===== src/rtl/life_pkg.sv =====
// life_pkg: shared board types and the default glider seed for the life engine
package life_pkg;
    localparam int N = 8;
    typedef logic [N-1:0] row_t;
    typedef row_t [N-1:0] board_t;
    localparam logic [63:0] GLIDER_SEED = 64'h2010_7000_0000_0000;
endpackage


===== src/rtl/life_if.sv =====
// life_if: LED row bus carrying the currently scanned board row
interface life_if;
    import life_pkg::*;
    row_t leds_out;
    modport master (output leds_out);
    modport slave (input leds_out);
endinterface


===== src/rtl/life_cell.sv =====
// life_cell: neighbour popcount and survive/birth rule for one cell
module life_cell (
    input  logic       alive,
    input  logic [7:0] neighbours,
    output logic       next_alive
);
    logic [3:0] cnt;
    always_comb begin
        cnt = '0;
        for (int i = 0; i < 8; i++) cnt = cnt + 4'(neighbours[i]);
        next_alive = (cnt == 4'd3) || (alive && cnt == 4'd2);
    end
endmodule


===== src/rtl/life_main.sv =====
// life_main: 8x8 toroidal life board scanned one row per clock, one generation per frame
module life_main
    import life_pkg::*;
#(
    parameter logic [63:0] SEED = GLIDER_SEED
) (
    input logic    clk,
    input logic    rst,
    life_if.master led_bus
);
    logic [2:0] row_q, row_d;
    board_t     board_q, board_d, next_gen;
    // Row r lives at packed index N-1-r and column c at bit N-1-c, matching the seed byte order
    for (genvar r = 0; r < N; r++) begin : g_row
        for (genvar c = 0; c < N; c++) begin : g_col
            localparam int RU = (r + N - 1) % N;
            localparam int RD = (r + 1) % N;
            localparam int CL = (c + N - 1) % N;
            localparam int CR = (c + 1) % N;
            life_cell u_cell (
                .alive      (board_q[N-1-r][N-1-c]),
                .neighbours ({board_q[N-1-RU][N-1-CL], board_q[N-1-RU][N-1-c], board_q[N-1-RU][N-1-CR],
                              board_q[N-1-r][N-1-CL],                          board_q[N-1-r][N-1-CR],
                              board_q[N-1-RD][N-1-CL], board_q[N-1-RD][N-1-c], board_q[N-1-RD][N-1-CR]}),
                .next_alive (next_gen[N-1-r][N-1-c])
            );
        end
    end
    always_comb begin
        row_d   = row_q + 3'd1;
        board_d = (row_q == 3'(N - 1)) ? next_gen : board_q;
    end
    always_ff @(posedge clk) begin
        if (rst) begin
            row_q   <= '0;
            board_q <= SEED;
        end else begin
            row_q   <= row_d;
            board_q <= board_d;
        end
    end
    assign led_bus.leds_out = board_q[~row_q];
endmodule


===== src/flat_wrapper.sv =====
// flat-port wrapper written by rule: the top's interface ports become plain ports
module life_main_flat import life_pkg::*;
#(
    parameter logic [63:0] SEED = GLIDER_SEED
)
  (clk, rst, led_bus_leds_out);
  life_if led_bus_i ();
  input logic clk;
  input logic rst;
  output wire logic [$bits(led_bus_i.leds_out)-1:0] led_bus_leds_out;
  assign led_bus_leds_out = led_bus_i.leds_out;
  life_main #(.SEED(SEED)) u_core (.clk(clk), .rst(rst), .led_bus(led_bus_i));
endmodule

===== config.mk =====
export PLATFORM = sky130hd
export DESIGN_NAME = life_main_flat
export DESIGN_NICKNAME = d
export VERILOG_FILES = /design/src/rtl/life_pkg.sv /design/src/rtl/life_if.sv /design/src/rtl/life_cell.sv /design/src/rtl/life_main.sv /design/src/flat_wrapper.sv
export SDC_FILE = /design/constraint.sdc
export NUM_CORES = 1
export LEC_CHECK = 0
export ABC_AREA = 1
export CORE_MARGIN = 4
export CORE_UTILIZATION = 43
export DETAILED_ROUTE_END_ITERATION = 6
export PLACE_DENSITY = 0.65
export SYNTH_ARGS = -nofsm -noshare
export SYNTH_HDL_FRONTEND = slang
export SYNTH_HIERARCHICAL = 1
export SYNTH_SLANG_ARGS = --single-unit

===== constraint.sdc =====
create_clock -name clk -period 3.7 [get_ports clk]
set_clock_uncertainty 0.15 [all_clocks]
set_input_delay 0.925 -clock clk [delete_from_list [all_inputs] [get_ports clk]]
set_output_delay 0.925 -clock clk [all_outputs]
set_load 0.1 [all_outputs]

==> flow_summary.toml, run 1 <==
[drt]
wl_per_cell_um = 13.6
drc = 0
ant_nets = 0
routed_via_density = 4.65
drt_iter0_drc = 692
vias = 12892
drt-total-wl_um = 37800
dr.pass1.iters = 5

[cts]
root_buffer = "clkbuf_16"
tritoncts = "built"
numCtsBuffers = 9
path_clk_slew_ps = 70
cts_resized = 1
cts_setup_buffers = 0
clk_path_buf_depth = 2
htreeDepth = 3
cts_hold_buf = 0
cts_sinks = 67
clock_latency_ps = 350

[worst_setup_path]
arrival_ps = 3660
required_ps = 3830
cp-start-kind = "register"
slowest_stage = "fa_1"
path_max_fanout = 7
critical_path.top_delay_family = "adder cells"
cp_num_cells = 11
max_stage_delay_ps = 560
crit_top_cell = "fa_1"
r2r_cells = 11
crit_chain = "inv_1, fa_1, fa_1, fa_1, inv_1, ha_1, fa_1, nand3_1, a21oi_1, o21ai_0, a21oi_1"
crit_type = "register to register"
cp-end-kind = "register"
worst-path-buf-inv = 2

[pwr]
power_density_mw_per_mm2 = 136
vdd_ir_drop_max_mv = 0.235
p_leak_nw = 9.13

[synthesis]
synth_cell_types = 20
synth_edf_count = 0
synth.avg_cell_area_um2 = 7.13
synth_common_cells = "inv_1 (1,027), nand2_1 (296), fa_1 (256)"
synth_top_area_share = 0.322
ys.flop_type = "dfxtp_1"
async_flop_share = 0
ys_ff_latch = 67
synth_cells = 2230
synthTopCellsByArea = "fa_1 (32%), inv_1 (24%), ha_1 (15%)"
ys_warn_count = 6
synthMostInstantiatedCell = "inv_1"
yosysTopAreaCell = "fa_1"
synth_fp_nets = 2682
yosysSeqAreaShare = 0.0844
synthesis.area_mm2 = 0.0159

[placement]
hpwl_um = 30200
dp.cells = 2756
port_buffers = 9
gp_congestion = 0.846

[floorplan]
die_x_um = 200
core_area_mm2 = 0.0365
initial_core_util = 0.435
die_area_mm2 = 0.0401
io_pins = 10
die_h_um = 200
rows = 70

[worst_hold_path]
min_path_cells = 2
holdCritPathClass = "register to register"

[sta]
period_needed_ps = 3530
slew-limit-headroom = 0.480
drv_slew = 0
fmaxAchievable_mhz = 284
tightest_slew_ps = 780
fin_setup_tns_ps = 0
finalHoldViolCount = 0
timing.hold.ws_ps = 399
period_share = 0.953
setup_viol = 0
rsz0062_at_grt = "false"

[grt]
antenna_found_initial = 0
met2_usage = 0.355
grt_usage = 0.195
overflow = 0
met3_usage = 0.0210
busiest_layer = "met2"
grt_pass1_vias = 13821
grt_max_degree = 67
met1_usage = 0.248
grt_pass1_wl_um = 65100

[layout]
instances_no_fill = 2772
nFillCells = 3589
syn_to_final_growth_pct = 9.45
antenna_cells = 0
layout-drive-gt1-share = 0.0551
nets = 2751

[status]
outcome = "complete, no violations"

[flow_run]
drv_cap = 0
kinds of logic after synthesis:
| group | synth area share |
|---|---|
| AOI/OAI and AO/OA | 0.0616 |
| buffers and inverters | 0.258 |
| and+or+nand+nor | 0.121 |
| adders and majority gates | 0.475 |
| DFF | 0.0844 |
power breakdown:
group	internal, mW	switching, mW
Clock	0.628	0.385
Combinational	0.211	0.392
Sequential	0.729	0.0209
stage by stage:
| step | power (mW) | area [um^2] | setup slack, ps | utilization |
|---|---|---|---|---|
| after floorplan | 1.18 | 15900 | 462 | - |
| after global placement | 1.35 | 17000 | 116 | 0.467 |
| after detailed placement | 1.37 | 17000 | 35.7 | 0.467 |
| after CTS | 2.40 | 17400 | 14.1 | 0.476 |
| after global routing | 2.48 | 17400 | 1.64 | 0.476 |
| final | 2.37 | 17400 | 173 | 0.476 |
sequential cells by signal, indices dropped and copies added, names as in the netlist:
name and count:
u_core/board_q 64, u_core/row_q 3
tightest hold or removal path, stage by stage (launching register included):
cell	delay (ps)
dfxtp_2	360
inv_1	80
a21oi_1	60
final cells by class:
type / count / area [um^2] / share of cell area
Tap cell: 468 / 586 / 0.0337
Clock inverter: 4 / 72.6 / 0.00417
Inverter: 1031 / 3880 / 0.223
Clock buffer: 12 / 256 / 0.0147
Multi-Input combinational cell: 1101 / 10500 / 0.601
Timing Repair Buffer: 89 / 783 / 0.0450
Sequential cell: 67 / 1360 / 0.0783
cell usage in the layout, fill, tap and decap left out:
master / synthesis / final
inv_4: 3 / 3
dfxtp_2: 0 / 14
dfxtp_4: 0 / 1
bufinv_16: 0 / 2
buf_4: 6 / 79
a21oi_2: 5 / 5
o21ai_0: 53 / 53
clkbuf_1: 2 / 1
inv_1: 1027 / 1027
clkinv_2: 0 / 2
a21oi_1: 123 / 123
o21ai_1: 11 / 11
fa_1: 256 / 256
dfxtp_1: 67 / 52
clkdlybuf4s50_1: 0 / 1
nor2_1: 3 / 3
clkbuf_16: 0 / 9
buf_12: 0 / 9
clkinvlp_4: 0 / 1
clkbuf_8: 0 / 2
ha_1: 194 / 194
nand2_1: 296 / 296
nand3_1: 160 / 160
routing by layer:
metal  up-vias  wire, um
met5         -         0
met4         0       870
met3        57      1580
met2       246     18900
met1      6238     16500
li1       6351         -
worst paths after layout:
| kind | from | to | slack (ps) |
|---|---|---|---|
| hold / removal | u_core/board_q[41]$_SDFFE_PP0N_ | u_core/board_q[41]$_SDFFE_PP0N_ | 400 |
| hold reg to reg | u_core/board_q[41]$_SDFFE_PP0N_ | u_core/board_q[41]$_SDFFE_PP0N_ | 400 |
| setup / recovery | u_core/board_q[51]$_SDFFE_PP0N_ | u_core/board_q[60]$_SDFFE_PP0N_ | 170 |
| setup reg to reg | u_core/board_q[51]$_SDFFE_PP0N_ | u_core/board_q[60]$_SDFFE_PP0N_ | 170 |
No activity file was read; power rests on OpenSTA's default activity.
==> inputs of run 2 (changes only) <==
HOLD_SLACK_MARGIN = 0.15   (was default)
==> results of run 2 <==
Final layout, timing and power as in run 1 (identical DEF).
==> inputs of run 3 (changes only) <==
SETUP_SLACK_MARGIN = 0.1   (was default)
SLEW_MARGIN = 20   (was default)
clock period = 3.6 ns   (was 3.7 ns; I/O delays follow)
==> flow_summary.toml, run 3 (synthesized netlist as in run 1, its figures left out) <==
[worst_hold_path]
holdCritPathClass = "register to register"
min_to = "u_core/board_q[36]$_SDFFE_PP0N_"
worstHoldStart = "u_core/board_q[36]$_SDFFE_PP0N_"
min_path_cells = 2

[cts]
numCtsBuffers = 9
htreeDepth = 3
cts_sinks = 67
root_buffer = "clkbuf_16"
path_clk_slew_ps = 60
clk_path_buf_depth = 2
clock_latency_ps = 350
tritoncts = "built"

[layout]
instances_no_fill = 2788
mostFrequentLayoutCells = "inv_1 (1,027), nand2_1 (296), fa_1 (254)"
syn_to_final_growth_pct = 11.4
fin_util = 0.485
final_common_cell = "inv_1"
largest_register = "u_core/board_q"
antenna_cells = 0
largestRegisters = "u_core/board_q: 64 flops, u_core/row_q: 3 flops"
nets = 2768
design_area_mm2 = 0.0177
layout-drive-gt1-share = 0.0884
nFillCells = 3559
largest_reg_flops = 64

[drt]
drt_iter0_drc = 635
vias = 12786
wl_per_cell_um = 13.4
drt-total-wl_um = 37300
ant_nets = 0
drc = 0
routed_via_density = 4.59
dr.pass1.iters = 5

[sta]
slew-limit-headroom = 0.535
layout_setup_ws_ps = 179
rsz0062_at_grt = "true"
fin_setup_tns_ps = 0
drv_slew = 0
timing.hold.ws_ps = 378
tightest_slew_ps = 697
period_share = 0.950
finalHoldViolCount = 0
period_needed_ps = 3420
fmaxAchievable_mhz = 292
setup_viol = 0

[floorplan]
die_area_mm2 = 0.0401
initial_core_util = 0.435
io_pins = 10
die_x_um = 200
die_h_um = 200
core_area_mm2 = 0.0365
rows = 70

[worst_setup_path]
crit_type = "register to register"
r2r_cells = 12
r2r-start = "u_core/board_q[27]$_SDFFE_PP0N_"
required_ps = 3720
cp-end-kind = "register"
arrival_ps = 3540
path_max_fanout = 5
cp-start-kind = "register"
r2r-end = "u_core/board_q[35]$_SDFFE_PP0N_"
rrSetupSlack_ps = 180

[placement]
dp.cells = 2757
hpwl_um = 29200
gp_congestion = 0.824
dpl_cell_area_mm2 = 0.0171
port_buffers = 9
preCtsSetupSlack_ps = 44.1

[status]
outcome = "complete, no violations"

[pwr]
vdd_ir_drop_max_mv = 0.227
power_density_mw_per_mm2 = 131
p_leak_nw = 9.22
p_total_mw = 2.32

[grt]
grt_usage = 0.191
overflow = 0
grt_max_degree = 61
grt_pass1_wl_um = 64200
grt_pass1_vias = 13571
antenna_found_initial = 0

[flow_run]
drv_cap = 0
run 3: cell types whose count changed in the layout (fill, tap and decap cells not counted), moves of 2 or more:
| cell | before | now |
|---|---|---|
| ha_1 | 194 | 191 |
| ha_2 | 0 | 3 |
| fa_2 | 0 | 2 |
| buf_4 | 79 | 95 |
| a21oi_2 | 5 | 14 |
| o21ai_0 | 53 | 48 |
| dfxtp_4 | 1 | 39 |
| a21oi_1 | 123 | 114 |
| fa_1 | 256 | 254 |
| dfxtp_1 | 52 | 4 |
| dfxtp_2 | 14 | 24 |
| o21ai_1 | 11 | 16 |
run 3: cell type report:
cell class	count	area, um^2	share of cell area
tap	468	586	0.0331
inverter	1031	3880	0.219
clock buffer	13	260	0.0147
sequential	67	1520	0.0858
multi-input combinational	1101	10500	0.594
timing repair buffer	106	915	0.0517
clock inverter	2	35.0	0.00198
run 3: timing repair:
action | CTS | global route
gates resized for setup | 11 | 112
hold buffers | 0 | 0
pin swaps | 0 | 8
endpoints found under the setup margin | 14 | 63
buffers inserted | 0 | 16
run 3: worst max-delay path by stage:
stage,from,to,depth (start not counted)
floorplan,u_core/board_q[56]$_SDFFE_PP0N_,u_core/board_q[1]$_SDFFE_PP0N_,13
global route,u_core/board_q[32]$_SDFFE_PP0N_,u_core/board_q[41]$_SDFFE_PP0N_,12
finish,u_core/board_q[27]$_SDFFE_PP0N_,u_core/board_q[35]$_SDFFE_PP0N_,12
CTS,u_core/board_q[60]$_SDFFE_PP0N_,u_core/board_q[5]$_SDFFE_PP0N_,11
global placement,u_core/board_q[61]$_SDFFE_PP1N_,u_core/board_q[6]$_SDFFE_PP0N_,11
detailed placement,u_core/board_q[25]$_SDFFE_PP0N_,u_core/board_q[34]$_SDFFE_PP0N_,11
run 3: critical path, stage by stage, from the launching register on:
cell,delay [ps]
dfxtp_4,380
buf_4,120
inv_1,50
fa_1,530
fa_1,430
fa_1,500
inv_1,40
ha_1,200
fa_1,500
nand3_1,70
a21oi_1,130
o21ai_0,100
a21oi_1,130
run 3: report_power, final:
part	switching, mW	total [mW]	leakage [nW]	internal [mW]
Combinational	0.408	0.628	8.50	0.220
Clock	0.381	0.953	0.146	0.571
Sequential	0.0172	0.741	0.580	0.724
Total	0.807	2.32	9.22	1.52
run 3: per-layer routing:
metal | track usage | share of wire | vias up
met5 | 0 | 0 | -
met4 | 0.0418 | 0.015 | 0
met3 | 0.0251 | 0.039 | 49
met2 | 0.344 | 0.50 | 211
met1 | 0.246 | 0.44 | 6135
li1 | - | - | 6391
